[src/rtl/ej32_ss_if.sv]
// eJ32 data-stack bus: the core (master) drives op/vi, and the stack (slave)
// returns the top cell plus its occupancy/status flags.
interface ej32_ss_if #(
  parameter int DEPTH = 64,
  parameter int DW    = 32
);
  logic [2:0]              op;
  logic [DW-1:0]           vi;
  logic [DW-1:0]           s;
  logic [$clog2(DEPTH):0]  sp;
  logic                    empty;
  logic                    full;
  logic                    err;

  modport master (
    output op, vi,
    input  s, sp, empty, full, err
  );

  modport slave (
    input  op, vi,
    output s, sp, empty, full, err
  );
endinterface

[src/rtl/ej32_ss_modport.sv]
// eJ32 data stack, slave side: holds the cells below the core's TOS register.
// The top cell is visible combinationally, so a pop has zero read latency.
module ej32_ss_modport #(
  parameter int DEPTH = 64,
  parameter int DW    = 32
) (
  input  logic      clk_i,
  input  logic      rst_ni,
  ej32_ss_if.slave  ss
);

  localparam int AW = $clog2(DEPTH);
  localparam int SW = AW + 1;

  typedef enum logic [2:0] {
    OP_NOP  = 3'd0,
    OP_PUSH = 3'd1,
    OP_POP  = 3'd2,
    OP_REPL = 3'd3,
    OP_CLR  = 3'd4
  } stack_op_e;

  logic [DW-1:0] mem_q [DEPTH];
  logic [SW-1:0] sp_q;
  logic [SW-1:0] sp_d;
  logic          err_q;
  logic          err_d;
  logic          wr_en_s;
  logic [AW-1:0] wr_addr_s;
  logic [AW-1:0] top_addr_s;
  logic          empty_s;
  logic          full_s;

  assign empty_s    = (sp_q == {SW{1'b0}});
  assign full_s     = (sp_q == SW'(DEPTH));
  assign top_addr_s = AW'(sp_q - SW'(1));

  // Next-state decode: illegal requests (push when full, pop/repl when empty)
  // leave sp and the array untouched and only raise the sticky error.
  always_comb begin
    sp_d      = sp_q;
    err_d     = err_q;
    wr_en_s   = 1'b0;
    wr_addr_s = top_addr_s;
    case (ss.op)
      OP_PUSH: begin
        if (full_s) begin
          err_d = 1'b1;
        end else begin
          wr_en_s   = 1'b1;
          wr_addr_s = AW'(sp_q);
          sp_d      = sp_q + SW'(1);
        end
      end
      OP_POP: begin
        if (empty_s) begin
          err_d = 1'b1;
        end else begin
          sp_d = sp_q - SW'(1);
        end
      end
      OP_REPL: begin
        if (empty_s) begin
          err_d = 1'b1;
        end else begin
          wr_en_s = 1'b1;
        end
      end
      OP_CLR: begin
        sp_d = {SW{1'b0}};
      end
      default: begin
        sp_d = sp_q;
      end
    endcase
  end

  // Pointer and sticky error; only reset clears err.
  always_ff @(posedge clk_i or negedge rst_ni) begin
    if (!rst_ni) begin
      sp_q  <= {SW{1'b0}};
      err_q <= 1'b0;
    end else begin
      sp_q  <= sp_d;
      err_q <= err_d;
    end
  end

  // Cell storage is deliberately not reset; contents above sp are don't-care.
  always_ff @(posedge clk_i) begin
    if (wr_en_s) begin
      mem_q[wr_addr_s] <= ss.vi;
    end
  end

  assign ss.s     = empty_s ? {DW{1'b0}} : mem_q[top_addr_s];
  assign ss.sp    = sp_q;
  assign ss.empty = empty_s;
  assign ss.full  = full_s;
  assign ss.err   = err_q;

endmodule

[src/flat_wrapper.sv]
// flat-port wrapper written by rule: the top's interface ports become plain ports
module ej32_ss_modport_flat 
#(
  parameter int DEPTH = 64,
  parameter int DW    = 32
)
  (clk_i, rst_ni, ss_op, ss_vi, ss_s, ss_sp, ss_empty, ss_full, ss_err);
  ej32_ss_if #(.DEPTH(DEPTH), .DW(DW)) ss_i ();
  input  logic clk_i;
  input  logic rst_ni;
  input wire logic [$bits(ss_i.op)-1:0] ss_op;
  input wire logic [$bits(ss_i.vi)-1:0] ss_vi;
  output wire logic [$bits(ss_i.s)-1:0] ss_s;
  output wire logic [$bits(ss_i.sp)-1:0] ss_sp;
  output wire logic [$bits(ss_i.empty)-1:0] ss_empty;
  output wire logic [$bits(ss_i.full)-1:0] ss_full;
  output wire logic [$bits(ss_i.err)-1:0] ss_err;
  assign ss_i.op = ss_op;
  assign ss_i.vi = ss_vi;
  assign ss_s = ss_i.s;
  assign ss_sp = ss_i.sp;
  assign ss_empty = ss_i.empty;
  assign ss_full = ss_i.full;
  assign ss_err = ss_i.err;
  ej32_ss_modport #(.DEPTH(DEPTH), .DW(DW)) u_core (.clk_i(clk_i), .rst_ni(rst_ni), .ss(ss_i));
endmodule
[config.mk]
export PLATFORM = sky130hd
export DESIGN_NAME = ej32_ss_modport_flat
export DESIGN_NICKNAME = d
export VERILOG_FILES = /design/src/rtl/ej32_ss_if.sv /design/src/rtl/ej32_ss_modport.sv /design/src/flat_wrapper.sv
export SDC_FILE = /design/constraint.sdc
export NUM_CORES = 2
export LEC_CHECK = 0
export ABC_AREA = 0
export BUFFER_PORTS_ARGS = -buffer_cell sky130_fd_sc_hd__buf_2
export CORE_MARGIN = 2
export CORE_UTILIZATION = 63
export DETAILED_ROUTE_END_ITERATION = 8
export PLACE_DENSITY = 0.76
export SETUP_SLACK_MARGIN = 0.05
export SLEW_MARGIN = 20
export SYNTH_ARGS = -nofsm -noshare
export SYNTH_HDL_FRONTEND = slang
export SYNTH_SLANG_ARGS = --single-unit
[constraint.sdc]
create_clock -name clk_i -period 4.76 [get_ports clk_i]
set_clock_uncertainty 0.05 [all_clocks]
set_input_delay 0.714 -clock clk_i [delete_from_list [all_inputs] [get_ports clk_i]]
set_output_delay 0.714 -clock clk_i [all_outputs]
set_load 0.005 [all_outputs]
Word level (Yosys, flattened, before mapping)
Memory sizes are Yosys's and may differ from the RTL's.
Index checks and enable logic that the tools add are counted.
{"block": "classes", "n_addsub": 2, "n_mul": 0, "div": 0, "order_cmp": 0, "eq_ne": 9, "shift": 0, "n_mux": 14, "n_bitwise": 0, "n_reduce_logical": 6}
{"op": "2-to-1 mux 32 bit", "count": 1}
{"op": "one-hot mux 7 bit (3 select lines)", "count": 1}
{"op": "2-to-1 mux 7 bit", "count": 2}
{"op": "2-to-1 mux 6 bit", "count": 2}
{"op": "adder 7 x 1 -> 7 bit, second input constant", "count": 1}
{"op": "equality test 7 bit, second input constant", "count": 1}
{"op": "logical NOT 7 bit", "count": 1}
{"op": "subtractor 7 x 1 -> 7 bit, second input constant", "count": 1}
{"op": "equality test 3 x 2 -> 1 bit, second input constant", "count": 2}
{"op": "2-to-1 mux 1 bit", "count": 6}
{"op": "!= test 2 bit, second input constant", "count": 3}
{"op": "AND reduction 3 bit", "count": 2}
{"op": "one-hot mux 1 bit (2 select lines)", "count": 2}
{"op": "equality test 3 x 1 -> 1 bit, second input constant", "count": 1}
{"op": "equality test 3 bit, second input constant", "count": 1}
{"op": "nonzero test 3 bit", "count": 1}
{"op": "!= test 2 x 1 -> 1 bit, second input constant", "count": 1}
{"op": "nonzero test 2 bit", "count": 1}
{"op": "OR reduction 2 bit", "count": 1}
{"block": "word_totals", "reg_bits": 8, "latch_bits": 0, "ram_bits": 2048, "romBits": 0, "inputBits": 37, "output_inout_bits": 42, "mem_count": 1}
{"memory": "u_core.mem_q", "depth": 64, "width": 32, "rd": 1, "rd_ports_with_merged_regs": 0, "write_ports": 1, "line": "ej32_ss_modport.sv:23", "rtl": "logic [DW-1:0] mem_q [DEPTH];"}

Longest topological paths before layout
{"block": "logic_depth", "depth_word": 5, "ltp_mapped": 14, "ltp_nobuf": 9}

Least setup slack after synthesis
No wires, ideal clock.
{"block": "synth_path", "path_type": "reg-to-reg", "startpoint": "register u_core.sp_q[0] (netlist: u_core.ss.sp[0])", "endpoint": "memory u_core.mem_q[50][0], enable pin", "setup_time_ns": 0.421, "arrival_ns": 3.846, "slack_ns": 0.442, "path_stages_with_launch": 14, "synth_period_minus_slack_ns": 4.318, "path_cell_list": "dfrtp_1 > buf_6 > buf_2 > inv_1 > ha_1 > buf_2 > buf_2 > o21ai_0 > o22a_1 > a2bb2oi_2 > buf_2 > o21ai_0 > nand2_1 > nor2_1"}
{"block": "synth_via", "elab_chain_cells": 5, "word_cells_on_any_way": 10}
{"element": "start, declared", "line": "ej32_ss_modport.sv:24", "rtl": "logic [SW-1:0] sp_q;"}
{"element": "start signal, assigned", "line": "ej32_ss_modport.sv:81", "rtl": "sp_q <= {SW{1'b0}};"}
{"element": "start signal, assigned", "line": "ej32_ss_modport.sv:84", "rtl": "sp_q <= sp_d;"}
{"element": "branches (longest 5 deep; another with subtractor 7 x 1 -> 7 bit)"}
{"element": "end, declared", "line": "ej32_ss_modport.sv:23"}
Several ways; the timed one is not identified.

Worst setup path after layout
{"block": "layout_path", "startpoint": "register u_core.sp_q[0] (netlist: u_core.ss.sp[0])", "endpoint": "output port ss_s[19]"}
{"block": "layout_via", "elab_chain_cells": 3, "word_cells_on_any_way": 4}
{"element": "subtractor 7 x 1 -> 7 bit", "line": "ej32_ss_modport.sv:36", "rtl": "assign top_addr_s = AW'(sp_q - SW'(1));"}
{"element": "memory read (64 x 32 bit)"}
{"element": "2-to-1 mux 32 bit (*)", "line": "ej32_ss_modport.sv:96", "rtl": "assign ss.s = empty_s ? {DW{1'b0}} : mem_q[top_addr_s];"}
{"element": "end, declared", "line": "flat_wrapper.sv:13", "rtl": "output wire logic [$bits(ss_i.s)-1:0] ss_s;"}
Every way passes the cells marked *; elsewhere a longest branch is shown, timed or not.

==> metrics.yaml <==
status:
  outcome: "finished with violations"
  violations: "negative setup slack"
setup_path:
  r2r_start: "u_core.ss.sp[4]"
  crit_path_start_kind: "register"
  cp-end-kind: "output pin"
  worstPathRequired_ps: 4000
  rrSetupSlack_ps: 300
  reg2reg_depth: 7
  r2r-end: "u_core.mem_q[44][17]"
  cp_data_arrival_time_ps: 4120
  worstPathMaxFanout: 8
  setup.worst_path.class: "register to output pin"
placement:
  io_buffers: 78
  dp_hpwl_um: 109500
  place.gp.congestion: 0.8401
  dpl_worst_slack_ps: 325.6
clock_tree:
  cts_buffers: 192
  clock_tree.buffer_depth: 3
  tritoncts: "built"
  cts_root_buffer: "clkbuf_16"
  h-tree-depth: 4
  clkTransAtPathRegs_ps: 70
  clk_latency_ps: 840
  cts_sinks: 2056
yosys:
  synthSimpleGateAreaFrac: 0.04536
  synth_top_family_by_area: "multiplexers"
  syn_area_per_cell_um2: 19.89
  netlist-cell-type-count: 67
  syn-cell-area_mm2: 0.07953
  synthFlopType: "edfxtp_1"
  yosys_warnings: 0
  synthArstFlopShare: 0.003891
  synth_compound_area_frac: 0.03090
  synth_adder_area_share: 0.0004720
  synth_seq_cells: 2056
  synthXorXnorAreaFrac: 0.001180
  synth_edf_count: 2048
  synthCells: 3998
  synth_mux_area_frac: 0.1304
  seq_area_frac_synth: 0.7758
  synth_fp_nets: 4038
global_route:
  grt_remaining_overflow: 0
  antenna_found_initial: 7
  grt_first_pass_wirelength_um: 313800
  grt_max_degree: 65
  grt_pass1_vias: 43190
  grt_use_total: 0.3465
power_and_ir_drop:
  p_total_mw: 63.74
  p_sw_mw: 22.84
  p_seq_frac: 0.321
  powerDensity_mw_per_mm2: 685.1
  p_leak_nw: 29.74
  switching_share: 0.3584
  power_frac_comb: 0.441
  p_int_mw: 40.90
  power_frac_clock: 0.238
  vdd_ir_drop_max_v: 0.0007299
route:
  drt_iter0_drc: 7513
  wl_um: 227600
  wl_per_cell_um: 36.70
  first_pass_iters: 7
  via_count: 44670
  route.detailed.drc: 0
  ant_nets: 0
  viasPerCell: 7.202
sta:
  hold_viol: 0
  setup_violations: 18
  worstMarginPinSlew_ps: 1201
  fin_crit_sh: 1.026
  post-route-min-period_ps: 4885
  slew_headroom: 0.1971
  worst_slack_ps: -125.2
  fmax_mhz: 204.7
  slew_viol_final: 0
  rsz0062_at_grt: "true"
layout:
  drive_gt1_frac: 0.2888
  nFillCells: 6467
  final_cell_mix: "edfxtp_1, nand2_1, mux4_2, buf_4, clkbuf_16"
  final_common_cell: "edfxtp_1"
  multi_input_area_mm2: 0.01794
  seqCellArea_mm2: 0.06170
  final_nets: 4427
  area_growth_pct: 16.98
floorplan:
  initial_core_util: 0.6342
  die_width_um: 359.3
  coreArea_mm2: 0.1254
  rows: 130
  die_h_um: 359.3
  io_pins: 79
  die_area_mm2: 0.1291
flow_run:
  cap_violations: 0
min_path:
  hold_path.class: "primary input to async pin"
cell families after synthesis:
logic type	count (synthesis)
and+or+nand+nor	863
adders and majority gates	3
DFF	2056
AOI/OAI and AO/OA	309
buffers and inverters	248
xor gates and xnor gates	6
muxes	513
layout make-up:
class	count	area share
well taps	1650	0.02219
multi-input cells	1694	0.1929
inverters	9	0.0004169
clock inverters	118	0.01118
diodes	2	0.00005380
repair buffers	434	0.05537
flip-flops and latches	2056	0.6632
clock buffers	239	0.05468
metal layers:
metal	GRT usage	vias up	share of wire
met1	0.4776	22750	0.34
met3	0.09261	647	0.14
li1	-	17140	-
met2	0.5287	4120	0.47
met4	0.1581	4	0.049
met5	0	-	0.000092
state kept, by name (all words and copies together) (netlist names):
signal         cells
u_core.ss.sp       7
u_core.ss.err      1
u_core.mem_q    2048
power groups by stage:
| stage | combinational, mW | clock, mW | sequential, mW |
|---|---|---|---|
| 3_5_place_dp | 21.5 | 0 | 20.8 |
| 5_1_grt | 28.8 | 15.8 | 20.5 |
| 6_report | 28.1 | 15.2 | 20.4 |
| 4_1_cts | 25.3 | 15.1 | 20.4 |
| 3_3_place_gp | 21.2 | 0 | 20.8 |
| 2_1_floorplan | 12.6 | 0 | 20.8 |
critical path: stages (launching register included):
cell        delay [ps]
dfrtp_4            460
clkinvlp_4         120
buf_6              130
ha_4               300
buf_12             180
buf_16             170
buf_16             150
mux4_2             360
mux4_2             510
a22oi_2            500
o31ai_4            190
buf_2              170
how the worst max path moves through the flow:
stage                                      to  cells after the start            start  slack [ps]
final                                ss_s[19]                     11  u_core.ss.sp[0]        -130
after global routing                 ss_s[29]                     12  u_core.ss.sp[0]        -120
after CTS                            ss_s[26]                      7  u_core.ss.sp[0]        -110
after detailed placement             ss_s[15]                     13  u_core.ss.sp[0]         330
after global placement               ss_s[15]                     13  u_core.ss.sp[0]         360
after floorplan           u_core.mem_q[50][0]                     13  u_core.ss.sp[0]         440
per-stage QoR:
| step | hold slack, ps | instance area, um^2 | util | TNS [ps] | instances |
|---|---|---|---|---|---|
| 2_1_floorplan | 368.4 | 79530 | - | 0 | 3998 |
| 3_3_place_gp | 526.4 | 83720 | 0.6675 | 0 | 5708 |
| 3_5_place_dp | 528.0 | 83720 | 0.6676 | 0 | 5708 |
| 4_1_cts | 181.1 | 91850 | 0.7324 | -755.5 | 6138 |
| 5_1_grt | 201.2 | 93030 | 0.7418 | -1691 | 6200 |
| 6_report | 222.6 | 93030 | 0.7419 | -868.0 | 6202 |
synthesized netlist by cell type (all sizes together) (5+ instances only):
master | number | area share
nand2 | 560 | 0.026
mux2i | 93 | 0.012
mux4 | 418 | 0.12
buf | 169 | 0.012
dfrtp | 8 | 0.0025
a211oi | 8 | 0.00082
a221o | 7 | 0.00088
inv | 8 | 0.00038
edfxtp | 2048 | 0.77
xnor2 | 5 | 0.00098
nor3 | 9 | 0.00077
a2111oi | 9 | 0.0011
a22o | 5 | 0.00055
o31ai | 22 | 0.0021
a311o | 22 | 0.0028
nand2b | 5 | 0.00039
a21oi | 5 | 0.00031
a32oi | 81 | 0.0090
clkbuf | 70 | 0.0033
and2 | 9 | 0.00071
o21ai | 18 | 0.0011
nand3 | 167 | 0.011
nor2 | 90 | 0.0042
a31oi | 87 | 0.0068
or2 | 6 | 0.00047
a22oi | 23 | 0.0028
what timing repair did:
action,CTS,global route
endpoints found under the setup margin,32,32
pin swaps,27,56
buffers inserted,50,58
cloned,25,17
hold endpoints to repair,8,0
hold buffers,1,0
gates resized for setup,162,104
Note: power is estimated with default switching activity, not from simulation.
